===== config.mk =====
export PLATFORM = sky130hd
export DESIGN_NAME = pcie_fc_credit_ctrl
export DESIGN_NICKNAME = d
export VERILOG_FILES = /design/src/rtl/pcie_fc_pkg.sv /design/src/rtl/pcie_fc_credit_cnt.sv /design/src/rtl/pcie_fc_credit_ctrl.sv
export SDC_FILE = /design/constraint.sdc
export NUM_CORES = 1
export LEC_CHECK = 0
export BUFFER_PORTS_ARGS = -buffer_cell sky130_fd_sc_hd__buf_2
export CORE_MARGIN = 8
export CORE_UTILIZATION = 25
export DETAILED_ROUTE_END_ITERATION = 10
export GPL_ROUTABILITY_DRIVEN = 0
export PLACE_DENSITY_LB_ADDON = 0.1
export SYNTH_ARGS = -nofsm -noshare
export SYNTH_HDL_FRONTEND = slang
export SYNTH_HIERARCHICAL = 1
export SYNTH_SLANG_ARGS = --single-unit

===== constraint.sdc =====
create_clock -name clk -period 3.7 [get_ports clk]
set_input_delay 0.37 -clock clk [delete_from_list [all_inputs] [get_ports clk]]
set_output_delay 0.37 -clock clk [all_outputs]
set_load 0.01 [all_outputs]

===== src/rtl/pcie_fc_pkg.sv =====
// Shared widths and FSM state encoding for the PCIe flow-control credit block.
package pcie_fc_pkg;

  localparam int HDR_W  = 8;
  localparam int DATA_W = 12;

  typedef enum logic [1:0] {
    FC_IDLE   = 2'd0,
    FC_INIT   = 2'd1,
    FC_ACTIVE = 2'd2
  } fc_state_t;

endpackage


===== src/rtl/pcie_fc_credit_cnt.sv =====
// Per-VC credit bookkeeping: credit limit, credits consumed, infinite flags
// and the "head TLP fits" comparison.
module pcie_fc_credit_cnt #(
  parameter int HDR_W  = pcie_fc_pkg::HDR_W,
  parameter int DATA_W = pcie_fc_pkg::DATA_W
) (
  input  logic              clk,
  input  logic              rst_n,
  input  logic              clear,
  input  logic              active,
  input  logic              init_load,
  input  logic [HDR_W-1:0]  init_hdr,
  input  logic [DATA_W-1:0] init_data,
  input  logic              upd_load,
  input  logic [HDR_W-1:0]  upd_hdr,
  input  logic [DATA_W-1:0] upd_data,
  input  logic              consume,
  input  logic [DATA_W-1:0] need,
  output logic              init_done,
  output logic              fc_ok
);

  localparam logic [HDR_W-1:0]  HDR_ONE   = {{(HDR_W-1){1'b0}}, 1'b1};
  localparam logic [HDR_W-1:0]  HDR_HALF  = {1'b1, {(HDR_W-1){1'b0}}};
  localparam logic [DATA_W-1:0] DATA_HALF = {1'b1, {(DATA_W-1){1'b0}}};

  logic [HDR_W-1:0]  cl_hdr;
  logic [HDR_W-1:0]  cc_hdr;
  logic [DATA_W-1:0] cl_data;
  logic [DATA_W-1:0] cc_data;
  logic              hdr_inf;
  logic              data_inf;
  logic [HDR_W-1:0]  hdr_room;
  logic [DATA_W-1:0] data_room;
  logic              hdr_ok;
  logic              data_ok;

  // Credit registers: InitFC loads, UpdateFC replaces the limit, consume advances the counters.
  always_ff @(posedge clk) begin
    if (!rst_n || clear) begin
      cl_hdr    <= '0;
      cc_hdr    <= '0;
      cl_data   <= '0;
      cc_data   <= '0;
      hdr_inf   <= 1'b0;
      data_inf  <= 1'b0;
      init_done <= 1'b0;
    end else begin
      if (init_load) begin
        cl_hdr    <= init_hdr;
        cl_data   <= init_data;
        hdr_inf   <= (init_hdr == '0);
        data_inf  <= (init_data == '0);
        cc_hdr    <= '0;
        cc_data   <= '0;
        init_done <= 1'b1;
      end
      if (upd_load) begin
        cl_hdr  <= upd_hdr;
        cl_data <= upd_data;
      end
      if (consume) begin
        cc_hdr  <= cc_hdr + HDR_ONE;
        cc_data <= cc_data + need;
      end
    end
  end

  // Modular "limit minus what would be consumed" must land in the lower half of the ring.
  always_comb begin
    hdr_room  = cl_hdr - cc_hdr - HDR_ONE;
    data_room = cl_data - cc_data - need;
    hdr_ok    = hdr_inf || (hdr_room <= HDR_HALF);
    data_ok   = data_inf || (data_room <= DATA_HALF);
    fc_ok     = active && hdr_ok && data_ok;
  end

endmodule


===== src/rtl/pcie_fc_credit_ctrl.sv =====
// Transmit-side flow-control credit controller: link FSM plus one credit
// counter per virtual channel, feeding the TLP arbiter's fc inputs.
module pcie_fc_credit_ctrl #(
  parameter int NUM_VC = 2,
  parameter int HDR_W  = pcie_fc_pkg::HDR_W,
  parameter int DATA_W = pcie_fc_pkg::DATA_W
) (
  input  logic              clk,
  input  logic              rst_n,
  input  logic              link_up_i,
  input  logic              initfc_valid_i,
  input  logic              initfc_vc_i,
  input  logic [HDR_W-1:0]  initfc_hdr_i,
  input  logic [DATA_W-1:0] initfc_data_i,
  input  logic              updfc_valid_i,
  input  logic              updfc_vc_i,
  input  logic [HDR_W-1:0]  updfc_hdr_i,
  input  logic [DATA_W-1:0] updfc_data_i,
  input  logic [DATA_W-1:0] vc0_need_i,
  input  logic [DATA_W-1:0] vc1_need_i,
  input  logic              consume_valid_i,
  input  logic              consume_vc_i,
  output logic              vc0_fc_ok_o,
  output logic              vc1_fc_ok_o,
  output logic              fc_valid_o,
  output logic [1:0]        fc_state_o,
  output logic              fc_err_o
);

  import pcie_fc_pkg::*;

  fc_state_t         state_q;
  fc_state_t         state_d;
  logic              active;
  logic              link_clear;
  logic              consume_err;
  logic [NUM_VC-1:0] vc_ok;
  logic [NUM_VC-1:0] vc_init_done;
  logic [NUM_VC-1:0] vc_init_cap;

  assign active     = (state_q == FC_ACTIVE);
  assign link_clear = !link_up_i;

  for (genvar g = 0; g < NUM_VC; g++) begin : g_vc
    localparam logic VC_ID = 1'(g);
    logic [DATA_W-1:0] need;
    logic              upd_load;
    logic              consume;

    assign need           = (g == 0) ? vc0_need_i : vc1_need_i;
    assign vc_init_cap[g] = (state_q == FC_INIT) && initfc_valid_i &&
                            (initfc_vc_i == VC_ID) && !vc_init_done[g];
    assign upd_load       = active && updfc_valid_i && (updfc_vc_i == VC_ID);
    assign consume        = active && consume_valid_i && (consume_vc_i == VC_ID);

    pcie_fc_credit_cnt #(
      .HDR_W (HDR_W),
      .DATA_W(DATA_W)
    ) u_cnt (
      .clk      (clk),
      .rst_n    (rst_n),
      .clear    (link_clear),
      .active   (active),
      .init_load(vc_init_cap[g]),
      .init_hdr (initfc_hdr_i),
      .init_data(initfc_data_i),
      .upd_load (upd_load),
      .upd_hdr  (updfc_hdr_i),
      .upd_data (updfc_data_i),
      .consume  (consume),
      .need     (need),
      .init_done(vc_init_done[g]),
      .fc_ok    (vc_ok[g])
    );
  end

  // Link FSM state register.
  always_ff @(posedge clk) begin
    if (!rst_n) begin
      state_q <= FC_IDLE;
    end else begin
      state_q <= state_d;
    end
  end

  // Next state: ACTIVE as soon as the edge that captures the last InitFC has passed; link loss wins.
  always_comb begin
    state_d = state_q;
    case (state_q)
      FC_IDLE:   if (link_up_i) state_d = FC_INIT;
      FC_INIT:   if (&(vc_init_done | vc_init_cap)) state_d = FC_ACTIVE;
      FC_ACTIVE: state_d = FC_ACTIVE;
      default:   state_d = FC_IDLE;
    endcase
    if (!link_up_i) state_d = FC_IDLE;
  end

  assign consume_err = active && consume_valid_i && !vc_ok[consume_vc_i];

  // Sticky overrun flag: a dispatch was made against a VC whose head TLP did not fit.
  always_ff @(posedge clk) begin
    if (!rst_n || link_clear) begin
      fc_err_o <= 1'b0;
    end else if (consume_err) begin
      fc_err_o <= 1'b1;
    end
  end

  assign vc0_fc_ok_o = vc_ok[0];
  assign vc1_fc_ok_o = vc_ok[1];
  assign fc_valid_o  = active && (|vc_ok);
  assign fc_state_o  = state_q;

endmodule


Word-level counts from Yosys, hierarchy flattened
Index checks and enable logic that the tools add are counted.

Memories: 0. Memory bits (writable): 0. Latch bits: 0. Input bits: 73. Flip-flop bits (word level): 89. Logic and storage cells: 97. Output and inout bits: 6. Bits in read-only memories: 0.

Bitwise gates (word level): 4. Magnitude comparators: 5. Mux-type cells: 20. Div/mod/pow operators: 0. $mul: 0. $add $sub $neg: 12. Equality and inequality tests: 3. Shift operators: 0. Reduce and logical (&&, ||, !) cells: 37.

Operators with widths (number): 2-to-1 mux 12 bit (8); 2-to-1 mux 8 bit (8); subtractor 12 bit (4); adder 12 bit (2); <= comparator 12 bit, second input constant (2); logical AND 1 bit (17); adder 8 x 1 -> 8 bit, second input constant (2); <= comparator 8 bit, second input constant (2); subtractor 8 x 1 -> 8 bit, second input constant (2); subtractor 8 bit (2); zero test 12 bit (1); zero test 8 bit (1); nonzero test 2 bit (4); one-hot mux 2 bit (3 select lines) (1); zero test 1 bit (5); logical OR 1 bit (5); AND reduction 2 bit (2); inverter 1 bit (3); == test 2 x 1 -> 1 bit, second input constant (1); == test 2 bit, second input constant (1); zero test 2 bit (1); < comparator 1 x 2 -> 1 bit, second input constant (1); 2-to-1 mux 1 bit (2); 2-to-1 mux 2 bit (1); 3 further kinds (3).

Depth between registers and ports, before layout
Gate-level depths: netlist of the first run.

Depth after elaboration: 10. Mapped depth: 16. Mapped depth without buffers: 16.

Hierarchy
The synthesis of the first run kept the hierarchy.

Modules (own cells, without submodules): pcie_fc_credit_cnt at g_vc[1].u_cnt (cells each 493, times used 1, area an instance 3807.4 um^2); pcie_fc_credit_cnt at g_vc[0].u_cnt (cells each 464, times used 1, area an instance 3667.3 um^2); pcie_fc_credit_ctrl (cells each 33, times used 1, area an instance 247.7 um^2).

Least setup slack after synthesis of the first run
Ideal clock, no wire load.

Path kind: input to output. From: input vc1_need_i[0]. To: output fc_valid_o. Slack: 0.101 ns. Buffers on the path: 0. Stages: 14. Arrival: 3.229 ns. Path through: inv_1 > fa_1 > inv_1 > ha_1 > nor2_1 > fa_1 > and2b_1 > or4_1 > a221oi_1 > a21oi_1 > nor4_2 > nand4b_1 > a31oi_1 > o21a_1.

Cells in the longest elaborated chain, start to end: 6.

RTL lines: from (decl) (line pcie_fc_credit_ctrl.sv:20) `input logic [DATA_W-1:0] vc1_need_i,`; subtractor 12 bit (line pcie_fc_credit_cnt.sv:72) `data_room = cl_data - cc_data - need;`; <= comparator 12 bit (line pcie_fc_credit_cnt.sv:74) `data_ok = data_inf || (data_room <= DATA_HALF);`; logical OR 1 bit (line pcie_fc_credit_cnt.sv:74); logical AND 1 bit (line pcie_fc_credit_cnt.sv:75) `fc_ok = active && hdr_ok && data_ok;`; net vc1_fc_ok_o (line pcie_fc_credit_ctrl.sv:24) `output logic vc1_fc_ok_o,`; OR reduction 2 bit (line pcie_fc_credit_ctrl.sv:111) `assign fc_valid_o = active && (|vc_ok);`; logical AND 1 bit (line pcie_fc_credit_ctrl.sv:111); to (decl) (line pcie_fc_credit_ctrl.sv:25) `output logic fc_valid_o,`.

The timed path passes the listed nets, and every way through them passes these cells.

Final worst setup path of the first run
From: register g_vc[1].u_cnt.cc_data[0]. To: output fc_valid_o.

Cells in the longest elaborated chain, start to end: 7.

RTL lines: from (decl) (line pcie_fc_credit_cnt.sv:30) `logic [DATA_W-1:0] cc_data;`; from (signal assigned) (line pcie_fc_credit_cnt.sv:64) `cc_data <= cc_data + need;`; subtractor 12 bit (2 in series) (line pcie_fc_credit_cnt.sv:72); <= comparator 12 bit (line pcie_fc_credit_cnt.sv:74); logical OR 1 bit (line pcie_fc_credit_cnt.sv:74); logical AND 1 bit (line pcie_fc_credit_cnt.sv:75); OR reduction 2 bit (line pcie_fc_credit_ctrl.sv:111); logical AND 1 bit (line pcie_fc_credit_ctrl.sv:111).

No other way between the ends.

==> reports/metrics.yaml, run 1 <==
pwr-share-seq_pct: 37.9
max_stage_delay_ps: 520
clock_sinks: 89
layout_setup_ws_ps: -451.6
drc: 0
combinationalPowerShare_pct: 21.6
path_max_fanout: 3
synth_mux_area_share_pct: 6.659
first_pass_iters: 5
critPathCaptureType: "primary output"
r2r-start: "g_vc[1].u_cnt/cc_data[0]"
grt_pass1_wl_um: 37070
crit_path_cell_trace: "inv_1 > fa_1 > inv_1 > ha_1 > nor2_2 > fa_1 > and2b_1 > or4_1 > a221oi_2 > a21oi_1 > nor4_2 > nand4b_1 > a31oi_1 > buf_4 > o21a_1 > buf_2"
cp_data_required_time_ps: 3330
yosys_warnings: 6
design_area_um2: 9279
htree_levels: 3
min_path_type: "input port to flip-flop"
synthTopCellsByCount: "nor2_1 (153), inv_1 (130), a21oi_1 (105)"
fin_worst_skew_ps: 6.948
fin_crit_sh_pct: 112.2
synth_nets: 1176
synth-edff-count: 0
cap_violations: 0
port_buffers: 78
syn2layout_area_growth_pct: 20.16
relSlewSlack_pct: 52.35
yosysUniqueCellTypes: 65
wire_per_inst_um: 15.38
synth_area_per_cell_um2: 7.800
finalSetupViolations: 3
synth_seq_cells: 89
intPower_uw: 1815
antenna_found_initial: 0
final_nets: 1282
power.share.clock_pct: 40.5
synth_fa_ha_area_share_pct: 20.84
path_delay_family: "simple AND/OR/NAND/NOR gates"
fin_total_pwr_uw: 2558
drt_wl_total_um: 23020
final_antenna_net_count: 0
path_buf_inv: 4
rr_worst_depth: 18
worstHoldStart: "updfc_hdr_i[3]"
yosysSeqAreaShare_pct: 23.07
synth_most_common_cell: "nor2_1"
die_x_um: 191.8
diodes: 0
holdWs_ps: 279.7
synthSimpleGateAreaFrac_pct: 18.97
dpl.hpwl_um: 18140
synth_flop_cell: "dfxtp_1"
reg2reg_slack_ps: 20
die-area_um2: 36770
worstSetupStartpointType: "flip-flop"
grtUsageTotal_pct: 12.69
r2r-end: "fc_err_o"
hold_viol: 0
die_h_um: 191.8
synth_area_um2: 7722
vias_per_cell: 4.660
rsz0062_at_grt: "true"
cp_slowest_cell: "fa_1"
dp_worst_setup_slack_ps: -338.7
first_global_vias: 6884
powerDensity_nw_per_um2: 275.6
coreArea_um2: 30510
min_path_cells: 3
synth_top_area_cell: "dfxtp_1"
post_synth_main_area_contributors: "dfxtp_1 (23%), ha_1 (14%), nor2_1 (7.4%)"
grt_overflow: 0
io_pins: 79
vias: 6972
outcome: "finished with violations"
start_util_pct: 25.31
fin_crit_ps: 4152
final-max-slew-violation-count: 0
rows: 64
clock-root-buffer: "clkbuf_16"
worstSetupPathType: "flip-flop to primary output"
drt_iter0_markers: 238
yosysTopAreaCellShare_pct: 23.07
power_leakage_uw: 0.003858
worst_pin_slew_ps: 714.8
violations: "negative setup slack"
yosys.area_share.xor_xnor_pct: 4.763
synthArstFlopShare_pct: 0
cts_made_buffers: 9
clk_pin_slew_ps: 70
grt_max_degree: 41
hold-path-endpoint: "g_vc[1].u_cnt/cl_hdr[3]"
critPathArrivalTime_ps: 3780
synth_top_family_by_area: "adder cells"
clock_path_buffers: 2
peakVddDrop_uv: 189.5
clock_latency_ps: 350
placed_cell_area_um2: 8864
syn_inst: 990
fmaxAchievable_ghz: 0.2409
swShare_pct: 29.02
synth-compound-area-share_pct: 17.55
cts_tree: "yes"
drive_gt1_share_pct: 15.45
p_sw_uw: 742.2
setup_tns_ps: -1210
per-layer routing:
layer / vias to the layer above / GRT usage (%) / routed length, µm
li1: 3581 / - / -
met1: 3264 / 17.79 / 11740
met2: 111 / 19.99 / 10150
met3: 16 / 2.342 / 923
met4: 0 / 2.516 / 206
met5: - / 0 / 0
per-stage QoR:
stage               utilization [%]  instances
finish                        30.41       1496
global route                  30.41       1496
CTS                           30.18       1496
detailed placement            29.05       1480
global placement              29.05       1480
floorplan                         -        990
flip-flops by register name, summed over array words and instances (netlist names):
name / flops
fc_err_o: 1
fc_state_o: 2
g_vc.u_cnt/cc_data: 24
g_vc.u_cnt/cc_hdr: 16
g_vc.u_cnt/cl_data: 24
g_vc.u_cnt/cl_hdr: 16
g_vc.u_cnt/data_inf: 2
g_vc.u_cnt/hdr_inf: 2
g_vc.u_cnt/init_done: 2
cell type report:
cell class	count	area, µm²
flip-flops and latches	89	1783
inverters	131	491.7
repair buffers	129	787.0
fillers	3338	21230
well taps	396	495.5
multi-input cells	736	5401
clock inverters	4	77.57
clock buffers	11	242.7
power groups by stage:
| stage | logic, µW | clock network (µW) | registers (µW) |
|---|---|---|---|
| detailed placement | 537 | 0 | 993 |
| floorplan | 320 | 0 | 991 |
| global placement | 541 | 0 | 993 |
| finish | 552 | 1040 | 970 |
| global route | 627 | 1110 | 971 |
| CTS | 544 | 1090 | 970 |
worst reg2reg max path, stage by stage, from the launching register on:
cell,delay (ps)
dfxtp_1,330
inv_1,60
fa_1,520
inv_1,50
ha_1,200
nor2_2,120
fa_1,190
and2b_1,190
or4_1,430
a221oi_2,260
a21oi_1,110
nor4_2,190
nand4b_1,190
a31oi_1,190
buf_4,170
buf_4,110
mux2i_1,60
a31oi_1,160
nor2_1,50
layout by cell type (no fill, tap or decap), types with 12 or more instances in the layout:
cell      synthesis  final
inv_1           130    129
xor2_1           13     13
nor3_1           31     30
nor2_1          153    149
buf_4             0     49
o21ai_0          28     28
fa_1             26     25
nand2_1          34     34
a21oi_1         105    105
mux2i_1          48     47
dfxtp_1          89     88
nor4_1           12     12
buf_2             2     77
nand3_1          20     20
ha_1             87     86
nand2b_1         17     16
xnor2_1          29     29
worst max path at each step:
stage          slack (ps)                      from    endpoint  cells after the start
4_1_cts              -480  g_vc[0].u_cnt/cc_data[0]  fc_valid_o                     15
6_report             -450  g_vc[1].u_cnt/cc_data[0]  fc_valid_o                     16
3_5_place_dp         -340             vc0_need_i[0]  fc_valid_o                     16
5_1_grt              -660  g_vc[0].u_cnt/cc_data[0]  fc_valid_o                     15
2_1_floorplan         100             vc1_need_i[0]  fc_valid_o                     14
3_3_place_gp         -310             vc0_need_i[0]  fc_valid_o                     15
logic make-up (layout without fill, tap and decap cells):
group	Yosys count	count (layout)
buffers and inverters	165	275
flip-flops	89	89
multiplexers	51	51
AO/OA/AOI/OAI	218	218
XOR/XNOR	42	42
adder cells (fa/ha/maj)	113	113
AND/OR/NAND/NOR	312	312
what timing repair did:
action | in CTS | in global routing
pin swaps | 3 | 2
setup endpoints to repair | 4 | 4
hold buffers | 0 | 0
setup buffers | 1 | 0
resized for setup | 5 | 13
(Power assumes the default switching activity.)
==> run 2, diff against run 1 <==
--- a/config.mk
+++ b/config.mk
@@ -6,6 +6,7 @@
 export NUM_CORES = 1
 export LEC_CHECK = 0
 export BUFFER_PORTS_ARGS = -buffer_cell sky130_fd_sc_hd__buf_2
+export CORE_ASPECT_RATIO = 2
 export CORE_MARGIN = 8
 export CORE_UTILIZATION = 25
 export DETAILED_ROUTE_END_ITERATION = 10
==> run 2 against run 1 <==
Maximum frequency up 1.4%. Cell count down 2.1%. Highest routed layer is now met5. First-iteration DRC count is 29% higher. Critical endpoint unchanged. The run still ends with negative setup slack left. Sequential share of layout area up 0.17 points.
==> reports/metrics.yaml, run 2 (synthesis gave the netlist of run 1 again) <==
clock_path_buffers: 2  # unchanged
hold_buffers: 0  # unchanged
use_met3_pct: 2.216  # was 2.342%
clock-root-buffer: "clkbuf_16"  # unchanged
r2r-start: "g_vc[0].u_cnt/cc_data[0]"  # was g_vc[1].u_cnt/cc_data[0]
wire_per_inst_um: 15.86  # was 15.38 µm
rsz0062_at_grt: "true"  # unchanged
rr_worst_depth: 16  # was 18
outcome: "finished with violations"  # unchanged
grtUsageTotal_pct: 12.92  # was 12.69%
powerDensity_nw_per_um2: 281.1  # was 275.6 nW/µm²
path_max_fanout: 2  # was 3
die_h_um: 264.6  # was 191.8 µm
relSlewSlack_pct: 43.22  # was 52.35%
io_pins: 79  # unchanged
grt_pass1_wl_um: 37950  # was 37070 µm
fin_crit_ps: 4095  # was 4152 ps
worstSetupStartpointType: "flip-flop"  # unchanged
clock_latency_ps: 370  # was 350 ps
max_stage_delay_ps: 510  # was 520 ps
grt.busiest_layer: "met2"  # unchanged
layout_setup_ws_ps: -395.4  # was -451.6 ps
worst_pin_slew_ps: 851.6  # was 714.8 ps
vias: 7019  # was 6972
hold_viol: 0  # unchanged
critPathCaptureType: "primary output"  # unchanged
drt_wl_total_um: 23240  # was 23020 µm
cap_violations: 0  # unchanged
setup_tns_ps: -998.3  # was -1210 ps
dpl.hpwl_um: 18430  # was 18140 µm
fin_crit_sh_pct: 110.7  # was 112.2%
worstHoldStart: "updfc_data_i[2]"  # was updfc_hdr_i[3]
final_common_cell: "nor2_1"  # unchanged
final_nets: 1273  # was 1282
cts_tree: "yes"  # unchanged
die_x_um: 140.3  # was 191.8 µm
cp_data_required_time_ps: 3330  # about the same
first_global_vias: 7192  # was 6884
final_antenna_net_count: 0  # unchanged
cts_made_buffers: 9  # unchanged
r2r-end: "fc_err_o"  # unchanged
hold-path-endpoint: "g_vc[0].u_cnt/cl_data[2]"  # was g_vc[1].u_cnt/cl_hdr[3]
first_pass_iters: 6  # was 5
rows: 91  # was 64
fin_worst_skew_ps: 12.68  # was 6.948 ps
clk_pin_slew_ps: 80  # was 70 ps
grt_overflow: 0  # unchanged
min_path_cells: 3  # unchanged
antenna_found_initial: 2  # was 0
min_path_type: "input port to flip-flop"  # unchanged
fillers: 3371  # was 3338
critPathArrivalTime_ps: 3730  # was 3780 ps
vias_per_cell: 4.791  # was 4.660
fin_total_pwr_uw: 2587  # was 2558 µW
fmaxAchievable_ghz: 0.2442  # was 0.2409 GHz
clock_sinks: 89  # unchanged
peakVddDrop_uv: 207.0  # was 189.5 µV
reg2reg_slack_ps: 80  # was 20 ps
final_cell_mix: "nor2_1 (149), inv_1 (128), a21oi_1 (105)"  # was nor2_1 (149), inv_1 (129), a21oi_1 (105)
reg.largest.list: "g_vc.u_cnt/cc_data: 24 flops, g_vc.u_cnt/cl_data: 24 flops"  # unchanged
drc: 0  # unchanged
use_met2_pct: 22.79  # was 19.99%
design_area_um2: 9205  # was 9279 µm²
placed_cell_area_um2: 8763  # was 8864 µm²
power_leakage_uw: 0.003824  # was 0.003858 µW
syn2layout_area_growth_pct: 19.20  # was 20.16%
final-max-slew-violation-count: 0  # unchanged
die-area_um2: 37110  # was 36770 µm²
cp_slowest_cell: "or4b_4"  # was fa_1
worstSetupPathType: "flip-flop to primary output"  # unchanged
port_buffers: 78  # unchanged
grt_max_degree: 41  # unchanged
crit_path_cell_trace: "inv_2 > fa_1 > inv_1 > ha_2 > nor2_2 > fa_2 > xnor2_1 > a311oi_1 > nand4_1 > or4b_4 > o311ai_4 > o311a_1 > o21a_1 > buf_2"  # was inv_1 > fa_1 > inv_1 > ha_1 > nor2_2 > fa_1 > and2b_1 > or4_1 > a221oi_2 > a21oi_1 > nor4_2 > nand4b_1 > a31oi_1 > buf_4 > o21a_1 > buf_2
coreArea_um2: 30630  # was 30510 µm²
drive_gt1_share_pct: 15.38  # was 15.45%
finalSetupViolations: 3  # unchanged
use_met1_pct: 15.30  # was 17.79%
start_util_pct: 25.21  # was 25.31%
htree_levels: 3  # unchanged
violations: "negative setup slack"  # unchanged
drt_iter0_markers: 306  # was 238
-- run 2: cell types whose count changed in the layout (fill, tap and decap cells not counted), moves of 2 or more --
cell | before | now
inv_6 | 0 | 2
buf_4 | 49 | 42
ha_1 | 86 | 84
ha_2 | 0 | 2
-- run 2: cell type report --
class                      count  area (µm²)  share of cell area [%]
antenna                        1       2.502                 0.02718
clock buffer                  10       239.0                   2.596
clock inverter                 6       97.59                   1.060
inverter                     131       491.7                   5.342
multi-input combinational    736        5406                   58.73
sequential                    89        1784                   19.38
tap                          372       465.4                   5.056
timing repair buffer         120       718.2                   7.802
-- run 2: power by group --
part	internal (µW)	switching (µW)
clock	622	459
sequential	964	5.98
combinational	231	306
total	1820	770
-- run 2: worst max path at each step --
| stage | from | to | slack [ps] | cells past startpoint |
|---|---|---|---|---|
| after detailed placement | vc0_need_i[0] | fc_valid_o | -300 | 16 |
| after global placement | vc0_need_i[0] | fc_valid_o | -270 | 15 |
| final | g_vc[0].u_cnt/cc_data[0] | fc_valid_o | -400 | 14 |
| after global routing | g_vc[0].u_cnt/cc_data[0] | fc_valid_o | -550 | 14 |
| after floorplan | vc1_need_i[0] | fc_valid_o | 100 | 14 |
| after CTS | g_vc[0].u_cnt/cc_data[0] | fc_valid_o | -400 | 14 |
-- run 2: worst max-delay path: cells and delay by family (launching register included) --
kind / cells / cell delay, ps
compound gates: 4 / 930
xor+xnor: 1 / 140
fa+ha+maj: 3 / 1020
buf+inv: 3 / 240
flops: 1 / 330
simple gates: 3 / 680
-- run 2: timing repair --
action,CTS,global route
gates resized for setup,17,7
setup endpoints to repair,4,4
setup buffers,0,1
pin swaps,4,0
-- run 2: metal layers --
layer	share of wire (%)	vias to the layer above
met2	50	123
met5	0.047	-
met4	1.6	2
met3	3.9	17
met1	44	3294
li1	-	3583
-- run 2: stage by stage --
| step | worst slack (ps) | instances | hold WS (ps) | util [%] |
|---|---|---|---|---|
| after global placement | -274.9 | 1447 | 461.6 | 28.61 |
| after global routing | -545.7 | 1464 | 255.1 | 30.05 |
| after floorplan | 100.8 | 990 | 447.1 | - |
| final | -395.4 | 1465 | 243.1 | 30.05 |
| after detailed placement | -300.4 | 1447 | 467.4 | 28.61 |
| after CTS | -403.5 | 1463 | 229.0 | 29.92 |
==> run 3, diff against run 2 <==
--- a/config.mk
+++ b/config.mk
@@ -14,5 +14,5 @@
 export PLACE_DENSITY_LB_ADDON = 0.1
 export SYNTH_ARGS = -nofsm -noshare
 export SYNTH_HDL_FRONTEND = slang
-export SYNTH_HIERARCHICAL = 1
 export SYNTH_SLANG_ARGS = --single-unit
+export TNS_END_PERCENT = 30
==> run 3 against run 2 <==
The flow still finishes with violations (negative setup slack). Critical path type unchanged. Cell area decreased by 2.0%. Highest routed layer unchanged. Sequential power about the same. Non-clock buffer count decreased by 8. Critical endpoint unchanged. Global-route usage increased by 1.2 points. Setup slack improved by 78 ps.
==> reports/metrics.yaml, run 3 <==
cap_violations: 0  # unchanged
vias: 6940  # was 7019
post_synth_main_area_contributors: "dfxtp_1 (23%), ha_1 (14%), fa_1 (6.9%)"  # was dfxtp_1 (23%), ha_1 (14%), nor2_1 (7.4%)
fin_crit_ps: 4017  # was 4095 ps
drt_iter0_markers: 224  # was 306
yosys_warnings: 0  # was 6
grt_overflow: 0  # unchanged
start_util_pct: 25.23  # was 25.21%
crit_path_cell_trace: "inv_2 > fa_2 > inv_2 > ha_4 > nor2_4 > fa_2 > and2b_2 > o2111ai_2 > nand3_1 > a221o_1 > a2111oi_4 > o32a_4 > or2_1 > buf_2"  # was inv_2 > fa_1 > inv_1 > ha_2 > nor2_2 > fa_2 > xnor2_1 > a311oi_1 > nand4_1 > or4b_4 > o311ai_4 > o311a_1 > o21a_1 > buf_2
synth_most_common_cell: "inv_1"  # was nor2_1
outcome: "finished with violations"  # unchanged
finalSetupViolations: 3  # unchanged
power_leakage_uw: 0.003923  # was 0.003824 µW
cts_tree: "yes"  # unchanged
htree_levels: 3  # unchanged
vias_per_cell: 4.863  # was 4.791
rsz0062_at_grt: "true"  # unchanged
peakVddDrop_uv: 151.1  # was 207.0 µV
synthTopCellsByCount: "inv_1 (132), dfxtp_1 (89), nor2_1 (88)"  # was nor2_1 (153), inv_1 (130), a21oi_1 (105)
die_x_um: 139.2  # was 140.3 µm
port_buffers: 78  # unchanged
final_cell_mix: "inv_1 (129), nor2_1 (86), dfxtp_1 (85)"  # was nor2_1 (149), inv_1 (128), a21oi_1 (105)
synthArstFlopShare_pct: 0  # unchanged
synth_top_area_cell: "dfxtp_1"  # unchanged
clock_path_buffers: 2  # unchanged
rows: 90  # was 91
synth_seq_cells: 89  # unchanged
yosysTopAreaCellShare_pct: 23.49  # was 23.07%
fmaxAchievable_ghz: 0.2489  # was 0.2442 GHz
cp_slowest_cell: "fa_2"  # was or4b_4
drt_wl_total_um: 25010  # was 23240 µm
synth_flop_cell: "dfxtp_1"  # unchanged
reg.largest.list: "g_vc.u_cnt.cc_data: 24 flops, g_vc.u_cnt.cl_data: 24 flops"  # was g_vc.u_cnt/cc_data: 24 flops, g_vc.u_cnt/cl_data: 24 flops
final-max-slew-violation-count: 0  # unchanged
hold_viol: 0  # unchanged
synth-edff-count: 0  # unchanged
clock_sinks: 89  # unchanged
grt_pass1_wl_um: 40030  # was 37950 µm
grt_max_degree: 64  # was 41
grtUsageTotal_pct: 14.08  # was 12.92%
layout_setup_ws_ps: -317.1  # was -395.4 ps
clock_latency_ps: 380  # was 370 ps
synth_nets: 1151  # was 1176
path_buf_inv: 3  # unchanged
drc: 0  # unchanged
fillers: 3302  # was 3371
clk_pin_slew_ps: 80  # about the same
path_max_fanout: 3  # was 2
dpl.hpwl_um: 19800  # was 18430 µm
fin_crit_sh_pct: 108.6  # was 110.7%
violations: "negative setup slack"  # unchanged
critPathArrivalTime_ps: 3650  # was 3730 ps
worst_pin_slew_ps: 1052  # was 851.6 ps
clock-root-buffer: "clkbuf_16"  # unchanged
cp_data_required_time_ps: 3330  # about the same
drive_gt1_share_pct: 15.53  # was 15.38%
final_antenna_net_count: 0  # unchanged
setup_tns_ps: -784.8  # was -998.3 ps
worstSetupPathType: "flip-flop to primary output"  # unchanged
antenna_found_initial: 7  # was 2
yosysUniqueCellTypes: 66  # was 65
first_pass_iters: 4  # was 6
syn_inst: 965  # was 990
fin_worst_skew_ps: 11.84  # was 12.68 ps
max_stage_delay_ps: 560  # was 510 ps
first_global_vias: 7386  # was 7192
powerDensity_nw_per_um2: 275.5  # was 281.1 nW/µm²
critPathCaptureType: "primary output"  # unchanged
path_delay_family: "compound AO/OA/AOI/OAI gates"  # was adder cells
syn2layout_area_growth_pct: 18.87  # was 19.20%
synth_area_per_cell_um2: 7.861  # was 7.800 µm²
coreArea_um2: 30070  # was 30630 µm²
relSlewSlack_pct: 29.72  # was 43.22%
worstSetupStartpointType: "flip-flop"  # unchanged
die-area_um2: 36510  # was 37110 µm²
yosysSeqAreaShare_pct: 23.49  # was 23.07%
final_nets: 1237  # was 1273
wire_per_inst_um: 17.52  # was 15.86 µm
io_pins: 79  # unchanged
final_common_cell: "inv_1"  # was nor2_1
synth_area_um2: 7586  # was 7722 µm²
die_h_um: 262.4  # was 264.6 µm
cts_made_buffers: 9  # unchanged
min_path_type: "input port to flip-flop"  # unchanged
final_util_pct: 29.99  # was 30.05%
run 3: cell count changes after synthesis, sizes merged, moves of 7 or more:
| cell | delta |
|---|---|
| nor2 | -65 |
| nand2 | +50 |
| nand3 | +30 |
| a21oi | -29 |
| mux2i | -23 |
| a311oi | +19 |
| nor3 | -18 |
| a211oi | +14 |
| a21o | +8 |
| clkbuf | +8 |
| nand2b | -7 |
| xnor2 | -7 |
run 3: layout make-up:
class	instances	area (µm²)	area share, %
antenna	3	7.507	0.08325
timing repair buffer	112	669.4	7.423
multi-input combinational	707	5289	58.65
clock buffer	9	225.2	2.498
sequential	89	1787	19.81
clock inverter	7	83.83	0.9297
tap	368	460.4	5.106
inverter	132	495.5	5.495
run 3: worst paths after layout:
kind | cells after the start | endpoint | startpoint | slack [ps]
max | 14 | fc_valid_o | g_vc[0].u_cnt.cc_data[0] | -320
min | 3 | g_vc[0].u_cnt.cl_data[0] | initfc_data_i[0] | 280
max reg2reg | 14 | fc_err_o | g_vc[0].u_cnt.cc_data[0] | 230
min reg2reg | 2 | g_vc[0].u_cnt.cl_data[2] | g_vc[0].u_cnt.cl_data[2] | 490
run 3: routing by layer:
layer | global-route usage [%] | up-vias | wire length (µm)
li1 | - | 3489 | -
met4 | 5.133 | 8 | 548
met1 | 14.34 | 3326 | 9775
met2 | 27.08 | 90 | 13690
met3 | 3.275 | 27 | 937
met5 | 0 | - | 54
run 3: logic make-up after synthesis:
logic type	count (synthesis)	synth area share (%)
AND/OR/NAND/NOR	305	18.89
AO/OA/AOI/OAI	226	20.30
buffers and inverters	169	8.395
adder cells (fa/ha/maj)	113	21.21
flip-flops	89	23.49
XOR/XNOR	37	4.272
multiplexers	26	3.447
run 3: timing repair:
item,4_1_cts,5_1_grt
pin swaps,5,19
setup endpoints to repair,3,4
resized for setup,10,24
hold buffers,0,0
setup buffers,1,3
run 3: where the power goes:
| part | internal [µW] | switching, µW |
|---|---|---|
| clock network | 538 | 490 |
| registers | 964 | 6.44 |
| logic | 206 | 280 |
| total | 1710 | 777 |
run 3: worst register-to-register path, delay by kind of cell (launching register included):
kind / cells / cell delay (ps)
AND/OR/NAND/NOR: 4 / 550
adder cells (fa/ha/maj): 3 / 940
flip-flops: 1 / 340
AO/OA/AOI/OAI: 5 / 1430
buffers and inverters: 2 / 100
run 3: through the flow:
stage / area [µm²] / setup WS (ps) / hold WS, ps / cells / power, µW
after global routing: 9012 / -446.8 / 270.4 / 1425 / 2620
after CTS: 8894 / -372.1 / 258.7 / 1421 / 2520
final: 9017 / -317.1 / 278.4 / 1427 / 2485
after global placement: 8536 / -226.0 / 475.2 / 1404 / 1470
after detailed placement: 8536 / -308.9 / 478.3 / 1404 / 1468
after floorplan: 7586 / 218.0 / 436.6 / 965 / 1285
